### config.mk
export PLATFORM = sky130hd
export DESIGN_NAME = unified_mem_arbiter
export DESIGN_NICKNAME = d
export VERILOG_FILES = /design/src/rtl/unified_mem_arbiter_pkg.sv /design/src/rtl/unified_mem_arbiter_wait_counter.sv /design/src/rtl/unified_mem_arbiter.sv
export SDC_FILE = /design/constraint.sdc
export NUM_CORES = 1
export LEC_CHECK = 0
export ABC_AREA = 1
export CAP_MARGIN = 20
export CELL_PAD_IN_SITES_DETAIL_PLACEMENT = 2
export CELL_PAD_IN_SITES_GLOBAL_PLACEMENT = 2
export CORE_UTILIZATION = 23
export DETAILED_ROUTE_END_ITERATION = 10
export PLACE_DENSITY = 0.9
export SLEW_MARGIN = 20
export SYNTH_ARGS = -nofsm -noshare
export SYNTH_HDL_FRONTEND = slang
export SYNTH_HIERARCHICAL = 1
export SYNTH_SLANG_ARGS = --single-unit
### constraint.sdc
create_clock -name CLK -period 2.1 [get_ports CLK]
set_input_delay 0.63 -clock CLK [delete_from_list [all_inputs] [get_ports CLK]]
set_output_delay 0.63 -clock CLK [all_outputs]
set_load 0.02 [all_outputs]
### src/rtl/unified_mem_arbiter_pkg.sv
// Shared types and defaults for the unified memory arbiter.
package cpu_mem_pkg;

  typedef enum logic [1:0] {
    IDLE   = 2'd0,
    ACCESS = 2'd1,
    RESP   = 2'd2
  } arb_state_e;

  localparam logic REQ_I = 1'b0;
  localparam logic REQ_D = 1'b1;

  localparam int DEF_ADDR_W      = 32;
  localparam int DEF_DATA_W      = 32;
  localparam int DEF_WAIT_CYCLES = 1;
  localparam int DEF_CNT_W       = 4;

endpackage

### src/rtl/unified_mem_arbiter_wait_counter.sv
// Memory wait-state down-counter: loaded at grant, done once it reaches zero.
module mem_wait_counter #(
  parameter int CNT_W = 4
) (
  input  logic             CLK,
  input  logic             RST,
  input  logic             load,
  input  logic [CNT_W-1:0] load_val,
  output logic             done
);

  logic [CNT_W-1:0] cnt;

  always_ff @(posedge CLK or negedge RST) begin
    if (!RST)           cnt <= '0;
    else if (load)      cnt <= load_val;
    else if (cnt != '0) cnt <= cnt - 1'b1;
  end

  assign done = (cnt == '0);

endmodule

### src/rtl/unified_mem_arbiter.sv
// Single-port memory arbiter between fetch (I) and data (D) requesters.
// Define UNIFIED_MEM_ARB_RR_EN for round-robin on contention (default: D wins).
module unified_mem_arbiter
  import cpu_mem_pkg::*;
#(
  parameter int ADDR_W      = DEF_ADDR_W,
  parameter int DATA_W      = DEF_DATA_W,
  parameter int WAIT_CYCLES = DEF_WAIT_CYCLES,
  parameter int CNT_W       = DEF_CNT_W
) (
  input  logic              CLK,
  input  logic              RST,
  input  logic              i_req,
  input  logic [ADDR_W-1:0] i_addr,
  output logic [DATA_W-1:0] i_rdata,
  output logic              i_ack,
  input  logic              d_req,
  input  logic              d_we,
  input  logic [ADDR_W-1:0] d_addr,
  input  logic [DATA_W-1:0] d_wdata,
  output logic [DATA_W-1:0] d_rdata,
  output logic              d_ack,
  output logic              m_en,
  output logic              m_we,
  output logic [ADDR_W-1:0] m_addr,
  output logic [DATA_W-1:0] m_wdata,
  input  logic [DATA_W-1:0] m_rdata,
  output logic              busy,
  output logic              grant_d
);

  arb_state_e state;
  logic       any_req;
  logic       win_d;
  logic       cnt_done;

  assign any_req = i_req | d_req;

`ifdef UNIFIED_MEM_ARB_RR_EN
  // Last-winner flag; starts at I so D takes the first tie.
  logic last_d;

  always_ff @(posedge CLK or negedge RST) begin
    if (!RST)                           last_d <= REQ_I;
    else if (state == IDLE && any_req)  last_d <= win_d;
  end

  assign win_d = d_req & (~i_req | (last_d == REQ_I));
`else
  assign win_d = d_req;
`endif

  mem_wait_counter #(.CNT_W(CNT_W)) u_wait (
    .CLK      (CLK),
    .RST      (RST),
    .load     (state == IDLE && any_req),
    .load_val (CNT_W'(WAIT_CYCLES)),
    .done     (cnt_done)
  );

  always_ff @(posedge CLK or negedge RST) begin
    if (!RST) begin
      state   <= IDLE;
      m_en    <= 1'b0;
      m_we    <= 1'b0;
      m_addr  <= '0;
      m_wdata <= '0;
      grant_d <= 1'b0;
      i_rdata <= '0;
      d_rdata <= '0;
      i_ack   <= 1'b0;
      d_ack   <= 1'b0;
    end else begin
      i_ack <= 1'b0;
      d_ack <= 1'b0;
      case (state)
        IDLE: if (any_req) begin
          state   <= ACCESS;
          m_en    <= 1'b1;
          m_we    <= win_d & d_we;
          m_addr  <= win_d ? d_addr : i_addr;
          m_wdata <= win_d ? d_wdata : '0;
          grant_d <= win_d;
        end
        ACCESS: if (cnt_done) begin
          // m_we still reflects the access being retired on this edge.
          if (!m_we) begin
            if (grant_d) d_rdata <= m_rdata;
            else         i_rdata <= m_rdata;
          end
          m_en  <= 1'b0;
          m_we  <= 1'b0;
          d_ack <= grant_d;
          i_ack <= ~grant_d;
          state <= RESP;
        end
        RESP:    state <= IDLE;
        default: state <= IDLE;
      endcase
    end
  end

  assign busy = (state != IDLE);

endmodule

==> metrics.cfg <==
[sta]
finalCritPeriodShare = 0.977
max_freq_mhz = 487
skew_ps = 14.3
hold_viol = 0
slew_violations = 0
finalSetupViolCount = 0
final.min_clock_period_ps = 2050

[setup_path]
crit_chain = clkdlybuf4s50_1
r2r-start = u_wait/cnt[0]
rrSetupSlack_ps = 210
required_ps = 1470
rr_worst_depth = 10
cp_slowest_cell = clkdlybuf4s50_1
cp_max_fo = 2
slowest_delay_ps = 650
crit_path_start_kind = flip-flop
r2r_end = i_rdata[4]
worst-path-buf-inv = 1
crit_family = buffers and inverters
arrival_ps = 1420
crit_type = flip-flop to output pin
crit_path_end_kind = output pin

[synth]
synth_seq_cells = 139
synth_top_area_share = 0.586
synth.distinct_cells = 18
synth_area_um2 = 5940
synthCells = 724
ys_warn_count = 6
synth_area_leaders = dfrtp_1 (59%), nand2_1 (24%), nand3_1 (5.8%)
synth_top_area_cell = dfrtp_1
avgSynthCellArea_um2 = 8.20
synth.yosys.seq_area_share = 0.586

[grt]
grt_pass1_vias = 6565
antenna_found_initial = 0
grt_max_degree = 53
grt_first_pass_wirelength_um = 35600
grt.overflow.total = 0
track_usage = 0.175

[die]
fp.dieH_um = 163
rows = 58
die_w_um = 163
die-area_um2 = 26500
start_util = 0.235
core-area_um2 = 25300
pin_count = 267

[route]
wl_per_cell_um = 16.8
dr.pass1.iters = 4
ant_nets = 0
first_iter_violations = 250
drc = 0
via_per_inst = 4.37
drt-total-wl_um = 22500
num_vias = 5836

[cts]
hold_buffers = 0
cts_tree = yes
clockBufferDepth = 2
postCtsSetupRepairBufs = 0
cts.clk_slew.worst_paths_ps = 60
h-tree-depth = 4
cts_resized = 6
root_buffer = clkbuf_16
cts_buffers = 17
clock_latency_ps = 420
clock_sinks = 139

[final_layout]
syn_to_final_growth_pct = 62.2
final_cells = 1334
final_util = 0.381
design_area_um2 = 9630
nFillCells = 2825
diodes = 0
drive_above_1_share = 0.0608
layout.nets = 1125

[status]
status = completed

[place]
place_area_um2 = 9020
placed_cells = 1302
gp_congestion = 0.776
io_buffers = 266
dp_hpwl_um = 16700

[power_and_ir_drop]
peakVddDrop_mv = 0.548
power_density_nw_per_um2 = 1600
leakage_nw = 4.85

[run]
maxCapViolations = 0

[hold_path]
hold_class = input port to asynchronous set/reset pin

[area by class of cell]
cell class,count,area [µm²],area share
flip-flops and latches,139,3480,0.361
repair buffers,285,2910,0.302
multi-input cells,502,2080,0.216
clock buffers,19,443,0.0460
well taps,330,413,0.0429
inverters,46,173,0.0179
clock inverters,13,131,0.0136
[where the power goes]
| part | internal, mW | switching [mW] | total (mW) | leakage (nW) |
|---|---|---|---|---|
| clock | 1.69 | 1.26 | 2.96 | 0.266 |
| sequential | 4.02 | 0.805 | 4.82 | 1.71 |
| combinational | 3.21 | 4.40 | 7.61 | 2.88 |
| total | 8.92 | 6.47 | 15.4 | 4.85 |
[synth_stat cells]
library cell	count
dfrtp_1	139
nand2_1	374
buf_2	11
inv_2	1
ha_1	1
nor2_2	3
conb_1	2
inv_1	45
xnor2_1	1
clkbuf_1	17
buf_6	5
nand3_2	1
nor2_1	6
o21ai_0	39
nor2_4	3
o21ai_2	1
nand3_1	69
buf_4	6
[cells by family (layout without fill, tap and decap cells)]
| group | Yosys count | in the layout | share of synthesized area |
|---|---|---|---|
| fa+ha+maj | 1 | 1 | 0.00211 |
| xor+xnor | 1 | 1 | 0.00148 |
| simple gates | 456 | 456 | 0.309 |
| buf+inv | 85 | 363 | 0.0662 |
| other cells | 2 | 4 | 0.00126 |
| flops | 139 | 139 | 0.586 |
| compound gates | 40 | 40 | 0.0343 |
[worst max path at each step]
| stage | from | to | slack [ps] | cells past startpoint |
|---|---|---|---|---|
| final | m_wdata[16] | m_wdata[16] | 50 | 1 |
| after global routing | i_rdata[11] | i_rdata[11] | -20 | 1 |
| after CTS | m_wdata[23] | m_wdata[23] | 2 | 1 |
| after detailed placement | i_req | u_wait/cnt[3] | -20 | 8 |
| after global placement | i_req | u_wait/cnt[3] | 60 | 8 |
| after floorplan | d_req | u_wait/cnt[0] | 470 | 8 |
[registers in the layout, summed over array words and instances, names as in the netlist]
| register | count |
|---|---|
| d_rdata | 32 |
| i_rdata | 32 |
| m_addr | 32 |
| m_wdata | 32 |
| u_wait/cnt | 4 |
| state | 2 |
| d_ack | 1 |
| grant_d | 1 |
| i_ack | 1 |
| m_en | 1 |
| m_we | 1 |
[per-stage QoR]
step	setup WS [ps]	hold slack [ps]	power, mW	TNS (ps)
finish	47.7	143	15.4	0
detailed placement	-20.9	460	12.6	-20.9
floorplan	468	334	8.48	0
global route	-17.3	149	16.4	-17.3
CTS	2.46	141	15.7	0
global placement	62.0	453	12.2	0
[cells in the final DEF, fill, tap and decap left out]
master / instances
nand3_1: 69
ha_1: 1
dfrtp_1: 139
clkbuf_8: 1
nor2_2: 3
clkinv_4: 1
clkinvlp_4: 5
clkbuf_1: 1
o21ai_0: 39
inv_6: 5
xnor2_1: 1
buf_4: 13
nor2_1: 6
dlymetal6s2s_1: 14
o21ai_4: 1
conb_1: 4
nand2_1: 374
inv_8: 1
clkbuf_16: 17
buf_6: 2
inv_2: 1
dlygate4sd2_1: 6
bufinv_16: 1
inv_1: 45
buf_12: 6
nor2_4: 3
clkdlybuf4s50_1: 244
nand3_2: 1
[per-layer routing]
metal	track usage	up-vias	share of wire
li1	-	2757	-
met1	0.207	2866	0.42
met2	0.305	200	0.50
met3	0.0560	13	0.068
met4	0.0399	0	0.0080
met5	0	-	0
No activity file was read; power rests on OpenSTA's default activity.
